**config.mk**
```make
export PLATFORM = sky130hd
export DESIGN_NAME = energy_scale_accum_flat
export DESIGN_NICKNAME = d
export VERILOG_FILES = /design/src/rtl/energy_pkg.sv /design/src/rtl/energy_scale_accum_if.sv /design/src/rtl/energy_scale_accum_sat_adder.sv /design/src/rtl/energy_scale_accum.sv /design/src/flat_wrapper.sv
export SDC_FILE = /design/constraint.sdc
export NUM_CORES = 1
export LEC_CHECK = 0
export ABC_AREA = 1
export BUFFER_PORTS_ARGS = -buffer_cell sky130_fd_sc_hd__buf_2
export CELL_PAD_IN_SITES_DETAIL_PLACEMENT = 1
export CELL_PAD_IN_SITES_GLOBAL_PLACEMENT = 1
export CORE_MARGIN = 2
export CORE_UTILIZATION = 45
export DETAILED_ROUTE_END_ITERATION = 8
export PLACE_DENSITY_LB_ADDON = 0.1
export SYNTH_ARGS = -nofsm -noshare
export SYNTH_HDL_FRONTEND = slang
export SYNTH_SLANG_ARGS = --single-unit
```
**constraint.sdc**
```tcl
create_clock -name clk -period 3.8 [get_ports clk]
set_input_delay 0.76 -clock clk [delete_from_list [all_inputs] [get_ports clk]]
set_output_delay 0.76 -clock clk [all_outputs]
set_load 0.02 [all_outputs]
```
**src/rtl/energy_pkg.sv**
```systemverilog
// rtl/energy_pkg.sv - shared types and sizing helpers for energy_scale_accum
package energy_pkg;

    typedef enum logic [1:0] {
        ST_IDLE  = 2'd0,
        ST_LOAD  = 2'd1,
        ST_SHIFT = 2'd2
    } rd_state_t;

    localparam int ACC_W_DEFAULT = 24;
    localparam int ACC_BYTES     = ACC_W_DEFAULT / 8;

    function automatic int ch_width(input int nch);
        return (nch > 1) ? $clog2(nch) : 1;
    endfunction

    function automatic int acc_bytes(input int acc_w);
        return acc_w / 8;
    endfunction

endpackage

```
**src/rtl/energy_scale_accum_if.sv**
```systemverilog
// rtl/energy_scale_accum_if.sv - sample, scaled-sample and readout signals of energy_scale_accum
interface energy_scale_accum_if
    import energy_pkg::*;
#(
    parameter int DATA_W     = 8,
    parameter int NCH        = 4,
    parameter int GAIN_SHIFT = 1
);
    localparam int CH_W = ch_width(NCH);

    logic                         in_valid;
    logic [CH_W-1:0]              in_ch;
    logic [DATA_W-1:0]            in_data;
    logic                         sc_valid;
    logic [CH_W-1:0]              sc_ch;
    logic [DATA_W+GAIN_SHIFT-1:0] sc_data;
    logic                         rd_req;
    logic [CH_W-1:0]              rd_ch;
    logic                         rd_busy;
    logic                         byte_valid;
    logic [7:0]                   byte_out;
    logic [NCH-1:0]               sat;

    modport master (
        output in_valid, in_ch, in_data, rd_req, rd_ch,
        input  sc_valid, sc_ch, sc_data, rd_busy, byte_valid, byte_out, sat
    );

    modport slave (
        input  in_valid, in_ch, in_data, rd_req, rd_ch,
        output sc_valid, sc_ch, sc_data, rd_busy, byte_valid, byte_out, sat
    );

endinterface

```
**src/rtl/energy_scale_accum_sat_adder.sv**
```systemverilog
// rtl/energy_scale_accum_sat_adder.sv - unsigned saturating adder with overflow flag
module sat_adder #(
    parameter int W = 24
) (
    input  logic [W-1:0] a,
    input  logic [W-1:0] b,
    output logic [W-1:0] sum,
    output logic         ovf
);
    logic [W:0] raw;

    assign raw = {1'b0, a} + {1'b0, b};
    assign ovf = raw[W];
    assign sum = raw[W] ? {W{1'b1}} : raw[W-1:0];

endmodule

```
**src/rtl/energy_scale_accum.sv**
```systemverilog
// rtl/energy_scale_accum.sv - scales multiplexed power samples and integrates them per channel
module energy_scale_accum
    import energy_pkg::*;
#(
    parameter int DATA_W        = 8,
    parameter int NCH           = 4,
    parameter int GAIN_SHIFT    = 1,
    parameter int ACC_W         = ACC_W_DEFAULT,
    parameter bit CLEAR_ON_READ = 1'b1
) (
    input  logic                 clk,
    input  logic                 rst_n,
    input  logic                 ena,
    energy_scale_accum_if.slave  bus
);
    localparam int CH_W   = ch_width(NCH);
    localparam int SC_W   = DATA_W + GAIN_SHIFT;
    localparam int NBYTES = acc_bytes(ACC_W);
    localparam int CNT_W  = $clog2(NBYTES + 1);

    logic              sc_valid_q;
    logic [CH_W-1:0]   sc_ch_q;
    logic [SC_W-1:0]   sc_data_q;

    logic [ACC_W-1:0]  acc [NCH];
    logic [NCH-1:0]    sat_q;
    logic [ACC_W-1:0]  sc_ext;
    logic [ACC_W-1:0]  sum;
    logic              ovf;

    rd_state_t         state;
    logic [CH_W-1:0]   rd_ch_q;
    logic [ACC_W-1:0]  snap;
    logic [CNT_W-1:0]  cnt;
    logic              rd_busy_q;
    logic              byte_valid_q;
    logic [7:0]        byte_q;
    logic [ACC_W-1:0]  acc_rd;
    logic              collide;

    assign sc_ext  = ACC_W'(sc_data_q);
    assign acc_rd  = acc[rd_ch_q];
    assign collide = sc_valid_q && (sc_ch_q == rd_ch_q);

    always_ff @(posedge clk or negedge rst_n) begin
        if (!rst_n) begin
            sc_valid_q <= 1'b0;
            sc_ch_q    <= '0;
            sc_data_q  <= '0;
        end else if (ena) begin
            sc_valid_q <= bus.in_valid;
            if (bus.in_valid) begin
                sc_ch_q   <= bus.in_ch;
                sc_data_q <= {bus.in_data, {GAIN_SHIFT{1'b0}}};
            end
        end
    end

    sat_adder #(.W(ACC_W)) u_sat_adder (
        .a   (acc[sc_ch_q]),
        .b   (sc_ext),
        .sum (sum),
        .ovf (ovf)
    );

    // The clear in LOAD is written after the add so it wins; a colliding sample restarts the count.
    always_ff @(posedge clk or negedge rst_n) begin
        if (!rst_n) begin
            for (int i = 0; i < NCH; i++) acc[i] <= '0;
            sat_q <= '0;
        end else if (ena) begin
            if (sc_valid_q) begin
                acc[sc_ch_q] <= sum;
                if (ovf) sat_q[sc_ch_q] <= 1'b1;
            end
            if (state == ST_LOAD && CLEAR_ON_READ) begin
                acc[rd_ch_q]   <= collide ? sc_ext : '0;
                sat_q[rd_ch_q] <= 1'b0;
            end
        end
    end

    always_ff @(posedge clk or negedge rst_n) begin
        if (!rst_n) begin
            state        <= ST_IDLE;
            rd_ch_q      <= '0;
            snap         <= '0;
            cnt          <= '0;
            rd_busy_q    <= 1'b0;
            byte_valid_q <= 1'b0;
            byte_q       <= '0;
        end else if (ena) begin
            case (state)
                ST_IDLE: begin
                    if (bus.rd_req) begin
                        state     <= ST_LOAD;
                        rd_ch_q   <= bus.rd_ch;
                        rd_busy_q <= 1'b1;
                    end
                end
                ST_LOAD: begin
                    byte_q       <= acc_rd[ACC_W-1 -: 8];
                    snap         <= acc_rd << 8;
                    byte_valid_q <= 1'b1;
                    cnt          <= CNT_W'(NBYTES - 1);
                    state        <= ST_SHIFT;
                end
                ST_SHIFT: begin
                    if (cnt == '0) begin
                        byte_valid_q <= 1'b0;
                        rd_busy_q    <= 1'b0;
                        state        <= ST_IDLE;
                    end else begin
                        byte_q <= snap[ACC_W-1 -: 8];
                        snap   <= snap << 8;
                        cnt    <= cnt - 1'b1;
                    end
                end
                default: state <= ST_IDLE;
            endcase
        end
    end

    assign bus.sc_valid   = sc_valid_q;
    assign bus.sc_ch      = sc_ch_q;
    assign bus.sc_data    = sc_data_q;
    assign bus.rd_busy    = rd_busy_q;
    assign bus.byte_valid = byte_valid_q;
    assign bus.byte_out   = byte_q;
    assign bus.sat        = sat_q;

endmodule

```
**src/flat_wrapper.sv**
```systemverilog
// flat-port wrapper written by rule: the top's interface ports become plain ports
module energy_scale_accum_flat import energy_pkg::*;
#(
    parameter int DATA_W        = 8,
    parameter int NCH           = 4,
    parameter int GAIN_SHIFT    = 1,
    parameter int ACC_W         = ACC_W_DEFAULT,
    parameter bit CLEAR_ON_READ = 1'b1
)
  (clk, rst_n, ena, bus_in_valid, bus_in_ch, bus_in_data, bus_rd_req, bus_rd_ch, bus_sc_valid, bus_sc_ch, bus_sc_data, bus_rd_busy, bus_byte_valid, bus_byte_out, bus_sat);
  energy_scale_accum_if #(.DATA_W(DATA_W), .NCH(NCH), .GAIN_SHIFT(GAIN_SHIFT)) bus_i ();
  input  logic clk;
  input  logic rst_n;
  input  logic ena;
  input wire logic [$bits(bus_i.in_valid)-1:0] bus_in_valid;
  input wire logic [$bits(bus_i.in_ch)-1:0] bus_in_ch;
  input wire logic [$bits(bus_i.in_data)-1:0] bus_in_data;
  input wire logic [$bits(bus_i.rd_req)-1:0] bus_rd_req;
  input wire logic [$bits(bus_i.rd_ch)-1:0] bus_rd_ch;
  output wire logic [$bits(bus_i.sc_valid)-1:0] bus_sc_valid;
  output wire logic [$bits(bus_i.sc_ch)-1:0] bus_sc_ch;
  output wire logic [$bits(bus_i.sc_data)-1:0] bus_sc_data;
  output wire logic [$bits(bus_i.rd_busy)-1:0] bus_rd_busy;
  output wire logic [$bits(bus_i.byte_valid)-1:0] bus_byte_valid;
  output wire logic [$bits(bus_i.byte_out)-1:0] bus_byte_out;
  output wire logic [$bits(bus_i.sat)-1:0] bus_sat;
  assign bus_i.in_valid = bus_in_valid;
  assign bus_i.in_ch = bus_in_ch;
  assign bus_i.in_data = bus_in_data;
  assign bus_i.rd_req = bus_rd_req;
  assign bus_i.rd_ch = bus_rd_ch;
  assign bus_sc_valid = bus_i.sc_valid;
  assign bus_sc_ch = bus_i.sc_ch;
  assign bus_sc_data = bus_i.sc_data;
  assign bus_rd_busy = bus_i.rd_busy;
  assign bus_byte_valid = bus_i.byte_valid;
  assign bus_byte_out = bus_i.byte_out;
  assign bus_sat = bus_i.sat;
  energy_scale_accum #(.DATA_W(DATA_W), .NCH(NCH), .GAIN_SHIFT(GAIN_SHIFT), .ACC_W(ACC_W), .CLEAR_ON_READ(CLEAR_ON_READ)) u_core (.clk(clk), .rst_n(rst_n), .ena(ena), .bus(bus_i));
endmodule
```
==> flow_metrics.tcl <==
set metrics [dict create \
    status "finished, final reports clean" \
    portBuffers 41 \
    grt_pass1_vias 10400 \
    tightest_slew_ps 1090 \
    first_pass_iters 5 \
    clock_latency_ps 440 \
    routed-via-count 9968 \
    cts_made_buffers 17 \
    ys_types 46 \
    period_share_pct 91.6 \
    comb_power_share_pct 45.3 \
    post-cts-setup-buffers 0 \
    crit_buf_inv 1 \
    ys_seq_area_share_pct 37.8 \
    antenna_found_initial 0 \
    dpl.hpwl_mm 24.7 \
    finalSetupTns_ps 0 \
    finalHoldViolations 0 \
    drc 0 \
    yosys.area.top_type "dfrtp_1" \
    ys_async_sr_fraction_pct 100 \
    max_stage_delay_ps 500 \
    grt-ovfl-total 0 \
    pwr-share-clk_pct 23.4 \
    crit_path_max_fanout 37 \
    sw_frac_of_total_pct 46.2 \
    finalPower_mw 7.89 \
    h-tree-depth 4 \
    cts.sinks 143 \
    fillCellCount 2806 \
    utilization_pct 50.5 \
    core_um2 20800 \
    criticalPathCategory "register to register" \
    drtAntennaViolNets 0 \
    ir_worst_vdd_uv 332 \
    area_growth_pct 11.3 \
    synth.area.top_cells "dfrtp_1, nand2_1, inv_1" \
    intPower_mw 4.25 \
    layout_setup_ws_ps 320 \
    drt-vias-per-instance 5.85 \
    synth_fp_nets 1424 \
    rsz0062_at_grt "false" \
    grt_pass1_wl_mm 58.3 \
    finClkSkew_ps 12.9 \
    synth.avg_cell_area_um2 6.77 \
    root_buffer "clkbuf_16" \
    die_w_um 149 \
    dr.first_iter.drc_count 701 \
    synth-main-ff-cell "dfrtp_1" \
    crit_family "simple AND/OR/NAND/NOR gates" \
    grt_util_all_layers_pct 34.7 \
    io_pins 43 \
    clk_pin_slew_ps 70 \
    powerDensity_nw_per_um2 750 \
    power_switching_mw 3.64 \
    final_nets 1442 \
    period_needed_ps 3480 \
    endpoint_kind "register" \
    cp_slowest_cell "dfrtp_2" \
    wirelength_mm 37.2 \
    seqPwrFrac_pct 31.3 \
    crit_chain "nand2_1 > clkinv_1 > a22oi_1 > o221ai_1 > ha_1 > nor2_1 > nand2_1 > nand3_1 > nand2_1 > nand3_1 > nand2_2 > nand2_4 > nand3_2 > o21ai_1 > nand2_1" \
    antennaDiodeCount 0 \
    die_height_um 149 \
    pre_cts_ws_ps 269 \
    setup_viol 0 \
    total_leakage_power_nw 5.24 \
    fmax_mhz 287 \
    syn_inst 1397 \
    gp_congestion 0.988 \
    crit_arrival_ps 3790 \
    hp-class "input port to async pin" \
    cap_violations 0 \
    cpMostUsedCell "nand2_1" \
    die-area_um2 22200 \
    yosys_register_bits 143 \
    r2r_start "u_core.bus.sc_ch[0]$_DFFE_PN0P_" \
    initial_core_util_pct 45.4 \
    ys_warn_count 0 \
    cp-startpoint "u_core.bus.sc_ch[0]$_DFFE_PN0P_" \
    synth_edf_count 0 \
    grt_max_degree 74 \
    relSlewSlack_pct 27.6 \
    synth_top_area_share_pct 37.8 \
    row_count 53 \
    drive_above_1_share_pct 11.3 \
    cts_tree "built" \
    netlist_area_um2 9460 \
    routedWlPerCell_um 21.8 \
    clk_path_buf_depth 2 \
    start_kind "register" \
    slew_violations 0 \
    worstPathRequired_ps 4110 \
]
-- sequential cells by signal, indices dropped and copies added (netlist names) --
name,flops
u_core.state,2
u_core.bus.sat,4
u_core.rd_ch_q,2
u_core.bus.byte_out,8
u_core.bus.sc_data,8
u_core.snap,16
u_core.bus.rd_busy,1
u_core.acc,96
u_core.bus.sc_valid,1
u_core.bus.byte_valid,1
u_core.cnt,2
u_core.bus.sc_ch,2
-- what timing repair did --
action / in CTS / in global routing
gates resized for setup: 0 / 2
hold buffers: 0 / 0
setup endpoints to repair: 0 / 11
-- layout make-up --
class / instances / area (um2) / area share [%]
Inverter: 172 / 648 / 6.16
Clock buffer: 19 / 453 / 4.30
Sequential cell: 143 / 3580 / 34.0
Clock inverter: 13 / 175 / 1.66
Tap cell: 275 / 344 / 3.27
Multi-Input combinational cell: 1002 / 4830 / 45.9
Timing Repair Buffer: 79 / 497 / 4.72
-- metrics by stage --
| stage | area (um2) | instances | hold slack [ps] |
|---|---|---|---|
| final | 10500 | 1703 | 331 |
| after CTS | 10500 | 1703 | 361 |
| after floorplan | 9460 | 1397 | 449 |
| after detailed placement | 9890 | 1671 | 465 |
| after global placement | 9890 | 1671 | 462 |
| after global routing | 10500 | 1703 | 385 |
-- power groups by stage --
stage / Clock, mW / Sequential, mW / Combinational (mW)
after floorplan: 0 / 2.44 / 2.31
after detailed placement: 0 / 2.48 / 3.51
after global placement: 0 / 2.46 / 3.42
after global routing: 1.93 / 2.53 / 3.96
final: 1.84 / 2.47 / 3.58
after CTS: 1.86 / 2.46 / 3.54
-- final timing paths --
check,end,depth (start not counted),slack [ps]
max,u_core.acc[66]$_DFFE_PN0P_,15,320
min,u_core.bus.byte_out[0]$_DFFE_PN0P_,1,330
max reg2reg,u_core.acc[66]$_DFFE_PN0P_,15,320
min reg2reg,u_core.acc[28]$_DFFE_PN0P_,2,480
max in group asynchronous,u_core.bus.sc_data[2]$_DFFE_PN0P_,2,2550
min in group clk,u_core.acc[28]$_DFFE_PN0P_,2,480
-- layout by cell type (no fill, tap or decap), drive strengths merged --
master      n
nor3        1
o21bai      5
bufinv      3
o22a        2
xnor2       5
a221oi     11
a31oi      14
dfrtp     143
a22oi       7
buf        79
or2         3
ha          9
o221ai      7
a21oi      77
and2        1
nand3      76
clkinv      8
clkinvlp    1
nor2       89
nand2     488
nand3b      1
a21o        1
o21ai     110
xor2        6
clkbuf     19
o211ai      1
nand4      24
o21a        1
o22ai      55
o311ai      1
fa          1
inv       173
conb        1
mux2        5
-- cell families (layout without fill, tap and decap cells) --
logic type / count (synthesis) / after routing / share of synthesized area (%)
AND/OR/NAND/NOR: 683 / 683 / 30.1
AO/OA/AOI/OAI: 292 / 292 / 17.7
buffers and inverters: 252 / 283 / 11.3
flip-flops: 143 / 143 / 37.8
XOR/XNOR: 11 / 11 / 1.10
adder cells (fa/ha/maj): 10 / 10 / 1.40
multiplexers: 5 / 5 / 0.595
other: 1 / 1 / 0.0397
-- cells in the mapped netlist (9+ instances only) --
| library cell | n |
|---|---|
| buf_6 | 10 |
| buf_2 | 16 |
| nand2_1 | 472 |
| o22ai_1 | 55 |
| a221oi_1 | 11 |
| nor2_1 | 79 |
| nand2_2 | 13 |
| dfrtp_1 | 143 |
| a21oi_1 | 76 |
| a31oi_1 | 14 |
| inv_1 | 163 |
| nand3_1 | 74 |
| ha_1 | 9 |
| clkbuf_1 | 50 |
| o21ai_0 | 68 |
| o21ai_1 | 41 |
| nand4_1 | 24 |
-- per-layer routing --
layer | GRT usage, % | wire [um] | up-vias
met3 | 6.42 | 2250 | 116
met4 | 19.6 | 2150 | 0
met5 | 0 | 0 | -
li1 | - | - | 4580
met2 | 56.3 | 17300 | 363
met1 | 43.5 | 15500 | 4909
-- worst reg2reg max path, delay by kind of cell, from the launching register on --
kind / cells / cell delay, ps
and+or+nand+nor: 10 / 1620
AOI/OAI and AO/OA: 3 / 660
DFF: 1 / 500
buffers and inverters: 1 / 320
adders and majority gates: 1 / 260
No activity file was read; power rests on OpenSTA's default activity.
